==> src/rtl/spi_master_sequencer.sv <==
`default_nettype none
// ============================================================================
// Module      : spi_master_sequencer
// Description : Host-side wrapper around spi_master. Buffers outgoing words
//               in a TX FIFO, launches one SPI frame per word through the
//               master's valid/ready handshake, captures each received word
//               into an RX FIFO and enforces an idle gap between frames.
//               Optional frame watchdog: define SPI_SEQ_TIMEOUT_EN.
// Revision    : 1.0 - initial release
// ============================================================================
module spi_master_sequencer #(
   parameter int p_data_width = 24,
   parameter int p_data_count = 24,
   parameter int p_fifo_depth = 8,
   parameter int pw_fifo_addr = 3,
   parameter int p_gap_cycles = 4,
   parameter int p_timeout    = 4096
) (
   input  logic                    clk,
   input  logic                    rst,
   input  logic [p_data_width-1:0] ip_tx_data,
   input  logic                    i_tx_valid,
   output logic                    o_tx_ready,
   output logic [p_data_width-1:0] op_rx_data,
   output logic                    o_rx_valid,
   input  logic                    i_rx_ready,
   output logic [p_data_width-1:0] op_spi_data,
   output logic [4:0]              op_spi_data_count,
   output logic                    o_spi_data_valid,
   input  logic [p_data_width-1:0] ip_spi_data,
   input  logic                    i_spi_ready,
   output logic                    o_busy,
   output logic                    o_rx_overflow,
   output logic                    o_timeout
);

   localparam logic [pw_fifo_addr:0]   c_fifo_full = (pw_fifo_addr+1)'(p_fifo_depth);
   localparam logic [pw_fifo_addr:0]   c_cnt_one   = (pw_fifo_addr+1)'(1);
   localparam logic [pw_fifo_addr-1:0] c_ptr_one   = pw_fifo_addr'(1);
   localparam int                      c_gap_w     = (p_gap_cycles > 0) ? $clog2(p_gap_cycles + 1) : 1;
   localparam logic [c_gap_w-1:0]      c_gap_load  = c_gap_w'(p_gap_cycles);
   localparam logic [c_gap_w-1:0]      c_gap_one   = c_gap_w'(1);

   typedef enum logic [2:0] {
      ST_IDLE       = 3'd0,
      ST_LAUNCH     = 3'd1,
      ST_WAIT_START = 3'd2,
      ST_WAIT_DONE  = 3'd3,
      ST_CAPTURE    = 3'd4
   } state_t;

   state_t                    r_state;
   state_t                    w_next;
   logic                      r_spi_valid;
   logic [p_data_width-1:0]   r_spi_data;
   logic [c_gap_w-1:0]        r_gap;
   logic                      r_overflow;
   logic                      w_abort;

   // TX FIFO state
   logic [p_data_width-1:0]   r_tx_mem [p_fifo_depth];
   logic [pw_fifo_addr-1:0]   r_tx_wr_ptr;
   logic [pw_fifo_addr-1:0]   r_tx_rd_ptr;
   logic [pw_fifo_addr:0]     r_tx_count;
   logic                      w_tx_push;
   logic                      w_tx_pop;
   logic                      w_tx_empty;

   // RX FIFO state
   logic [p_data_width-1:0]   r_rx_mem [p_fifo_depth];
   logic [pw_fifo_addr-1:0]   r_rx_wr_ptr;
   logic [pw_fifo_addr-1:0]   r_rx_rd_ptr;
   logic [pw_fifo_addr:0]     r_rx_count;
   logic                      w_rx_push;
   logic                      w_rx_pop;
   logic                      w_rx_full;
   logic                      w_capture;

   // Ready is judged on the pre-pop count, so a push is refused when full
   // even in the cycle a launch frees a slot.
   assign o_tx_ready = (r_tx_count != c_fifo_full);
   assign w_tx_empty = (r_tx_count == '0);
   assign w_tx_push  = i_tx_valid & o_tx_ready;
   assign w_tx_pop   = (r_state == ST_LAUNCH);

   assign o_rx_valid = (r_rx_count != '0);
   assign op_rx_data = r_rx_mem[r_rx_rd_ptr];
   assign w_rx_full  = (r_rx_count == c_fifo_full);
   assign w_rx_pop   = i_rx_ready & o_rx_valid;
   assign w_capture  = (r_state == ST_CAPTURE);
   // A full RX FIFO still accepts the word when the host pops in the same cycle.
   assign w_rx_push  = w_capture & (~w_rx_full | w_rx_pop);

   assign op_spi_data       = r_spi_data;
   assign o_spi_data_valid  = r_spi_valid;
   assign op_spi_data_count = 5'(p_data_count);
   assign o_busy            = (r_state != ST_IDLE) | ~w_tx_empty;
   assign o_rx_overflow     = r_overflow;

   // TX storage write (no reset needed on data).
   always_ff @(posedge clk) begin
      if (w_tx_push) r_tx_mem[r_tx_wr_ptr] <= ip_tx_data;
   end

   // TX pointers and occupancy.
   always_ff @(posedge clk or posedge rst) begin
      if (rst) begin
         r_tx_wr_ptr <= '0;
         r_tx_rd_ptr <= '0;
         r_tx_count  <= '0;
      end else begin
         if (w_tx_push) r_tx_wr_ptr <= r_tx_wr_ptr + c_ptr_one;
         if (w_tx_pop)  r_tx_rd_ptr <= r_tx_rd_ptr + c_ptr_one;
         if (w_tx_push && !w_tx_pop)      r_tx_count <= r_tx_count + c_cnt_one;
         else if (!w_tx_push && w_tx_pop) r_tx_count <= r_tx_count - c_cnt_one;
      end
   end

   // RX storage write (no reset needed on data).
   always_ff @(posedge clk) begin
      if (w_rx_push) r_rx_mem[r_rx_wr_ptr] <= ip_spi_data;
   end

   // RX pointers and occupancy.
   always_ff @(posedge clk or posedge rst) begin
      if (rst) begin
         r_rx_wr_ptr <= '0;
         r_rx_rd_ptr <= '0;
         r_rx_count  <= '0;
      end else begin
         if (w_rx_push) r_rx_wr_ptr <= r_rx_wr_ptr + c_ptr_one;
         if (w_rx_pop)  r_rx_rd_ptr <= r_rx_rd_ptr + c_ptr_one;
         if (w_rx_push && !w_rx_pop)      r_rx_count <= r_rx_count + c_cnt_one;
         else if (!w_rx_push && w_rx_pop) r_rx_count <= r_rx_count - c_cnt_one;
      end
   end

   // Sticky flag for a received word that found the RX FIFO full.
   always_ff @(posedge clk or posedge rst) begin
      if (rst)                                  r_overflow <= 1'b0;
      else if (w_capture && w_rx_full && !w_rx_pop) r_overflow <= 1'b1;
   end

   // Next-state logic for the frame sequencer.
   always_comb begin
      w_next = r_state;
      case (r_state)
         ST_IDLE:       if (!w_tx_empty && i_spi_ready && (r_gap == '0)) w_next = ST_LAUNCH;
         ST_LAUNCH:     w_next = ST_WAIT_START;
         ST_WAIT_START: if (!i_spi_ready) w_next = ST_WAIT_DONE;
         ST_WAIT_DONE:  if (i_spi_ready)  w_next = ST_CAPTURE;
         ST_CAPTURE:    w_next = ST_IDLE;
         default:       w_next = ST_IDLE;
      endcase
      if (w_abort) w_next = ST_IDLE;
   end

   // State register, registered launch strobe/data, and inter-frame gap counter.
   always_ff @(posedge clk or posedge rst) begin
      if (rst) begin
         r_state     <= ST_IDLE;
         r_spi_valid <= 1'b0;
         r_spi_data  <= '0;
         r_gap       <= '0;
      end else begin
         r_state     <= w_next;
         r_spi_valid <= (w_next == ST_LAUNCH);
         if (w_next == ST_LAUNCH) r_spi_data <= r_tx_mem[r_tx_rd_ptr];
         if (w_capture || w_abort)
            r_gap <= c_gap_load;
         else if ((r_state == ST_IDLE) && (r_gap != '0))
            r_gap <= r_gap - c_gap_one;
      end
   end

`ifdef SPI_SEQ_TIMEOUT_EN
   localparam int                 c_wd_w    = $clog2(p_timeout + 1);
   localparam logic [c_wd_w-1:0]  c_wd_last = c_wd_w'(p_timeout - 1);
   localparam logic [c_wd_w-1:0]  c_wd_one  = c_wd_w'(1);

   logic [c_wd_w-1:0] r_wd;
   logic              r_timeout;
   logic              w_waiting;

   assign w_waiting = (r_state == ST_WAIT_START) || (r_state == ST_WAIT_DONE);
   // Abort on the last allowed waiting cycle; the frame is discarded.
   assign w_abort   = w_waiting && (r_wd == c_wd_last);
   assign o_timeout = r_timeout;

   // Watchdog over the time spent waiting on the master, plus sticky flag.
   always_ff @(posedge clk or posedge rst) begin
      if (rst) begin
         r_wd      <= '0;
         r_timeout <= 1'b0;
      end else begin
         if (w_waiting && !w_abort) r_wd <= r_wd + c_wd_one;
         else                       r_wd <= '0;
         if (w_abort) r_timeout <= 1'b1;
      end
   end
`else
   assign w_abort   = 1'b0;
   // Watchdog compiled out; the comparison folds to a constant 0.
   assign o_timeout = (p_timeout < 0);
`endif

endmodule
`default_nettype wire

==> config.mk <==
export PLATFORM = sky130hd
export DESIGN_NAME = spi_master_sequencer
export DESIGN_NICKNAME = d
export VERILOG_FILES = /design/src/rtl/spi_master_sequencer.sv
export SDC_FILE = /design/constraint.sdc
export NUM_CORES = 1
export LEC_CHECK = 0
export BUFFER_PORTS_ARGS = -buffer_cell sky130_fd_sc_hd__buf_2
export CAP_MARGIN = 20
export CORE_AREA = 2 2 171 173
export DETAILED_ROUTE_END_ITERATION = 7
export DIE_AREA = 0 0 173 175
export PLACE_DENSITY_LB_ADDON = 0.15
export SETUP_SLACK_MARGIN = 0.3
export SYNTH_ARGS = -nofsm -noshare
export SYNTH_HDL_FRONTEND = slang
export SYNTH_SLANG_ARGS = --single-unit
==> constraint.sdc <==
create_clock -name clk -period 5.2 [get_ports clk]
set_clock_uncertainty 0.15 [all_clocks]
set_input_delay 0 -clock clk [delete_from_list [all_inputs] [get_ports clk]]
set_output_delay 0 -clock clk [all_outputs]
set_load 0.05 [all_outputs]
[Word level (Yosys, flattened, before mapping)]
Memory sizes are Yosys's and may differ from the RTL's. A register that Yosys moved wholly into a read port is not among the register bits.
Cells that the tools add are included.
Operators by class
  add/subtract/negate cells: 9
  equal/unequal tests: 7
  muxes and demuxes: 14
  bitwise operators: 7
  reduce and logical (&&, ||, !) cells: 23
Operators with widths (number)
  $mux 4: 4
  $mux 3: 5
  $add 3x1->3 const B: 4
  $pmux 3 s4: 1
  $logic_and 1x1->1: 9
  $add 4x1->4 const B: 2
  $sub 4x1->4 const B: 2
  $eq 3x1->1 const B: 2
  $eq 3x2->1 const B: 2
  $logic_not 3->1: 2
  $reduce_bool 2->1: 3
  $reduce_bool 3->1: 2
  $logic_not 1->1: 5
  $eq 4x4->1 const B: 1
  $logic_not 4->1: 1
  $mux 1: 4
  $ne 4x4->1 const B: 1
  $reduce_bool 4->1: 1
  $and 1x1->1: 3
  $eq 3x3->1 const B: 1
  $sub 3x1->3 const B: 1
  $not 1->1: 2
  $or 1x1->1: 2
Word-level totals
  register bits: 28
  bits in writable memories: 384
  input bits: 53
  output and inout port bits: 59
  word-level logic and storage cells: 72
  memories kept: 2
Memory list
  r_rx_mem: depth 8, bits a word 24, rd ports 1, clocked after Yosys merged registers in 0, write ports 1, RTL line 70  | logic [p_data_width-1:0] r_rx_mem [p_fifo_depth];
  r_tx_mem: depth 8, bits a word 24, rd ports 1, clocked after Yosys merged registers in 1, write ports 1, RTL line 61  | logic [p_data_width-1:0] r_tx_mem [p_fifo_depth];

[Longest topological paths before layout]
  depth in word-level cells: 8
  gate-level depth with buffers: 11
  depth with buffers taken out: 11

[Least setup slack after synthesis]
No wires, ideal clock.
  kind: reg2reg
  from: register r_tx_count[0]
  to: memory r_tx_mem[0][0] (enable)
  setup time: 466 ps
  arrival time: 3384 ps
  required time: 4584 ps
  path slack: 1201 ps
  stages on the path, launching flop included: 5
  path buffers: 0
  period minus slack after synthesis: 3999 ps
  path through: dfrtp_1 nor3_1 nand2_1 nand2_1 nor4_1
Between the ends
  longest elaborated chain between the ends: 4
RTL lines
  from (decl): RTL line 64  | logic [pw_fifo_addr:0] r_tx_count;
  from (signal assigned): RTL line 114  | if (w_tx_push && !w_tx_pop) r_tx_count <= r_tx_count + c_cnt_one;
  from (signal assigned): RTL line 115  | else if (!w_tx_push && w_tx_pop) r_tx_count <= r_tx_count - c_cnt_one;
  $ne 4x4->1: RTL line 81  | assign o_tx_ready = (r_tx_count != c_fifo_full);
  net o_tx_ready: RTL line 23  | output logic o_tx_ready,
  $and 1x1->1: RTL line 83  | assign w_tx_push = i_tx_valid & o_tx_ready;
  $mux 1: RTL line 102  | if (w_tx_push) r_tx_mem[r_tx_wr_ptr] <= ip_tx_data;
  $mux 1 (not written as such): RTL line 102
  to (decl): RTL line 61
The timed path passes the listed nets, and every way through them passes these cells.

[Worst setup path in the final report]
  from: register r_rx_count[0]
  to: register r_rx_count[3]
Between the ends
  longest elaborated chain between the ends: 7
  elaborated cells between the ends (all ways): 15
  those cells by class: add/sub: 2; eq/ne: 1; mux: 2; bitwise: 4; reduce/logical: 6
RTL lines
  from (decl): RTL line 73  | logic [pw_fifo_addr:0] r_rx_count;
  from (signal assigned): RTL line 133  | if (w_rx_push && !w_rx_pop) r_rx_count <= r_rx_count + c_cnt_one;
  from (signal assigned): RTL line 134  | else if (!w_rx_push && w_rx_pop) r_rx_count <= r_rx_count - c_cnt_one;
  $reduce_bool 4->1 or $eq 4x4->1 (tied branches): RTL line 86, 88
  $and 1x1->1 or $not 1->1 (tied branches): RTL line 89, 92
  $or 1x1->1 *: RTL line 92  | assign w_rx_push = w_capture & (~w_rx_full | w_rx_pop);
  $and 1x1->1 *: RTL line 92
  net w_rx_push: RTL line 74  | logic w_rx_push;
  $logic_not 1->1: RTL line 134
  $logic_and 1x1->1: RTL line 134
  $reduce_bool 2->1 (no line)
Mark *: on every way through the listed nets, which the timed path passes. The rest lies on a longest branch. The select of a mux whose other input is x is not followed.
A chain may end at the register's enable or synchronous reset.

==> impl_results.md <==
* Fillers at 1779
* Setup violations, final at 0
* Ratio of cells with drive above 1 in the final layout at between 30% and 40%
* Hold Buf Count CTS at 52
* PostCTS Resize Cnt at 0
* Worst setup SP type: register
* Drt initial violations at 705
* Total power at around 11 mW
* Post-synthesis compound-gate area fraction at under 10%
* Pins Over Slew Limit at 0
* Max_slew headroom at 33.2%
* CTS tree: built
* DPL Wire Length at about 19000 um
* Initial Util at 59.5%
* Synth Area in Simple Gates at around 2.4%
* Synthesized area per cell at about 21 um^2
* Arrival @ worst endpoint at 3.37 ns
* Final hold violations at 0
* CTS Sinks at ~440
* GP Congestion at 0.767
* IO Count at about 110
* Max Cap Viol at 0
* Peak Freq at between 300 and 400 MHz
* Die footprint at around 30000 um^2
* CP Max Fanout at 5
* Remaining antenna violation count at 0
* Synth Area in XOR/XNOR at 0.622%
* Post-synth EDFFs at 384
* Clock root buffer: clkbuf_16
* Postcts setup bufs at 0
* CTS Buf Count at 43
* Pleak at slightly below 7 nW
* Status: finished clean
* Final worst path period share at around three fifths
* CTS H-tree lvls at 2
* TNS Setup at 0 ns
* Setup crit end kind: register
* Post-Layout Cell Count at around 1400
* IO Port Bufs at 105
* Core footprint at about 28000 um^2
* Antenna diodes at 0
* Max IR drop VDD at approximately 0.42 mV
* Most frequent cells in the layout: 384 x edfxtp_1, 105 x buf_2, 96 x mux4_2
* Area grow syn2layout at 17.3%
* Commonest non-fill, non-tap cell in the layout: edfxtp_1
* Die outline height at about 180 um
* First-pass GRT wire length at between 40000 and 50000 um
* Placed Cells at 1276
* Largest net degree at the start of global routing at 53
* Vias in the first global route at between 8000 and 9000
* Syn Inst Count at around 800
* Total gr overflow at 0
* Minimum clock period at around 3.1 ns
* Count of cell types in the netlist at 37
* Drt wl/cell at about 23 um
* Post-synthesis adder-cell area fraction at between 1 and 1.5%
* Critical path type: register to register
* Max Root-Sink Buffers at 3
* Std-Cell Rows at 62
* DRC at 0
* Mux contribution to synthesized area at 16.3%
* Hold crit path type: primary input to asynchronous set/reset pin
* Hold WS at just under 0.08 ns
* GRT Resource Usage Total at about 22%
* Clock-pin transition on the worst setup and hold timing paths at 0.06 ns
* Critical path required time at approximately 5.4 ns
* Dominant synthesized flop cell: edfxtp_1
* Nets at between 1000 and 1500
* Syn. warnings at 0
* WL final at approximately 32000 um
* CP cell instances: nor3_1 > nand3_1 > nand3_1 > inv_1 > ha_1 > inv_1 > ha_1 > a21o_1 > a2111oi_0 > o31ai_1
* #FFs+latches synth at about 440
* Detailed Routing Iterations Pass 1 at 5
* Unrepaired setup endpoints after global routing: false
* Vias at 8167
* Synthesized cell area at approximately 17000 um^2
* Post-synthesis sequential area ratio at between 70% and 80%
* Clock Latency Late Sink at 0.53 ns
* Cell at the slowest stage of the critical path: a2111oi_0
* CP Buf/Inv Count at 2
* Die width at 173 um
* Initial antenna violation count at 0
* Top delay family on crit path: compound AO/OA/AOI/OAI gates
* Largest family of logic cells by synthesized area: multiplexers
* Vias per cell at 5.80
* Pwr dens at around 570 nW/um^2
* Critical Path Max Stage Delay at around 0.47 ns
* Post-synth ARST share at 11.9%
* Slew @ Worst Pin at roughly 1 ns
-- worst min-delay path, delay by kind of cell --
kind                   cells  cell delay (ns)
buffers and inverters      4             1.27
-- power by group --
group / leakage [nW] / total [mW] / internal, mW / switching (mW)
combinational: 2.05 / 3.43 / 1.42 / 2.00
sequential: 4.07 / 4.75 / 4.27 / 0.487
clock: 0.686 / 3.09 / 1.88 / 1.21
-- per-stage QoR --
stage          worst slack (ns)  utilization (%)  instance area (um^2)
6_report                   2.07             69.8                 19800
5_1_grt                    1.83             69.8                 19800
4_1_cts                    2.11             69.7                 19800
3_5_place_dp               2.14             62.9                 17900
3_3_place_gp               2.26             62.9                 17800
2_1_floorplan              1.20                -                 16900
-- Yosys cell counts (all sizes together), types with 5 or more instances --
cell	number	area share (%)
mux2	30	2.0
nand2b	6	0.22
buf	33	1.6
o21ai	5	0.15
clkbuf	10	0.22
xnor2	9	0.47
a21oi	30	0.91
edfxtp	384	68
inv	11	0.24
nor3	19	0.56
dfrtp	52	7.7
nor2	34	0.76
ha	12	0.89
mux2i	26	1.5
mux4	96	13
nand2	19	0.42
-- area by class of cell --
| cell class | instances | area [um^2] | share of cell area [%] |
|---|---|---|---|
| Tap cell | 384 | 480 | 2.42 |
| Multi-Input combinational cell | 318 | 3800 | 19.2 |
| Inverter | 11 | 41.3 | 0.208 |
| Clock inverter | 19 | 234 | 1.18 |
| Timing Repair Buffer | 180 | 1240 | 6.28 |
| Sequential cell | 436 | 12800 | 64.8 |
| Clock buffer | 59 | 1180 | 5.95 |
-- final timing paths --
check                      depth (start not counted)  slack (ns)                       from                     endpoint
setup / recovery                                  10        2.07  r_rx_count[0]$_DFFE_PP0P_    r_rx_count[3]$_DFFE_PP0P_
setup reg to reg                                  10        2.07  r_rx_count[0]$_DFFE_PP0P_    r_rx_count[3]$_DFFE_PP0P_
hold reg to reg                                    1        0.35  o_rx_overflow$_DFFE_PP0P_    o_rx_overflow$_DFFE_PP0P_
min in group clk                                   2        0.12            ip_spi_data[23]    r_rx_mem[5][23]$_DFFE_PP_
max in group asynchronous                          4        4.25                        rst   r_rx_rd_ptr[0]$_DFFE_PP0N_
hold / removal                                     4        0.08                        rst  op_spi_data[16]$_DFFE_PP0N_
-- cell families (layout without fill, tap and decap cells) --
kind of cell | after synthesis | in the layout
AO/OA/AOI/OAI | 44 | 44
AND/OR/NAND/NOR | 90 | 90
other | 2 | 6
multiplexers | 152 | 152
buffers and inverters | 54 | 269
flip-flops | 436 | 436
XOR/XNOR | 12 | 12
adder cells (fa/ha/maj) | 14 | 14
-- sequential cells by signal, summed over array words and instances (netlist names), 3 cells and up --
| register | flops |
|---|---|
| op_spi_data | 24 |
| r_rx_rd_ptr | 3 |
| r_tx_rd_ptr | 3 |
| r_tx_mem | 192 |
| r_tx_count | 4 |
| r_tx_wr_ptr | 3 |
| r_state | 3 |
| r_rx_mem | 192 |
| r_rx_count | 4 |
| r_gap | 3 |
| r_rx_wr_ptr | 3 |
-- metal layers --
metal	global-route usage, %	part of all wire, %	vias to the layer above	wire [um]
li1	-	-	3612	-
met1	27.8	40	4257	12600
met2	39.0	53	249	17000
met3	3.39	4.9	49	1570
met4	5.83	2.1	0	660
met5	0	0	-	0
No activity file was read; power rests on OpenSTA's default activity.
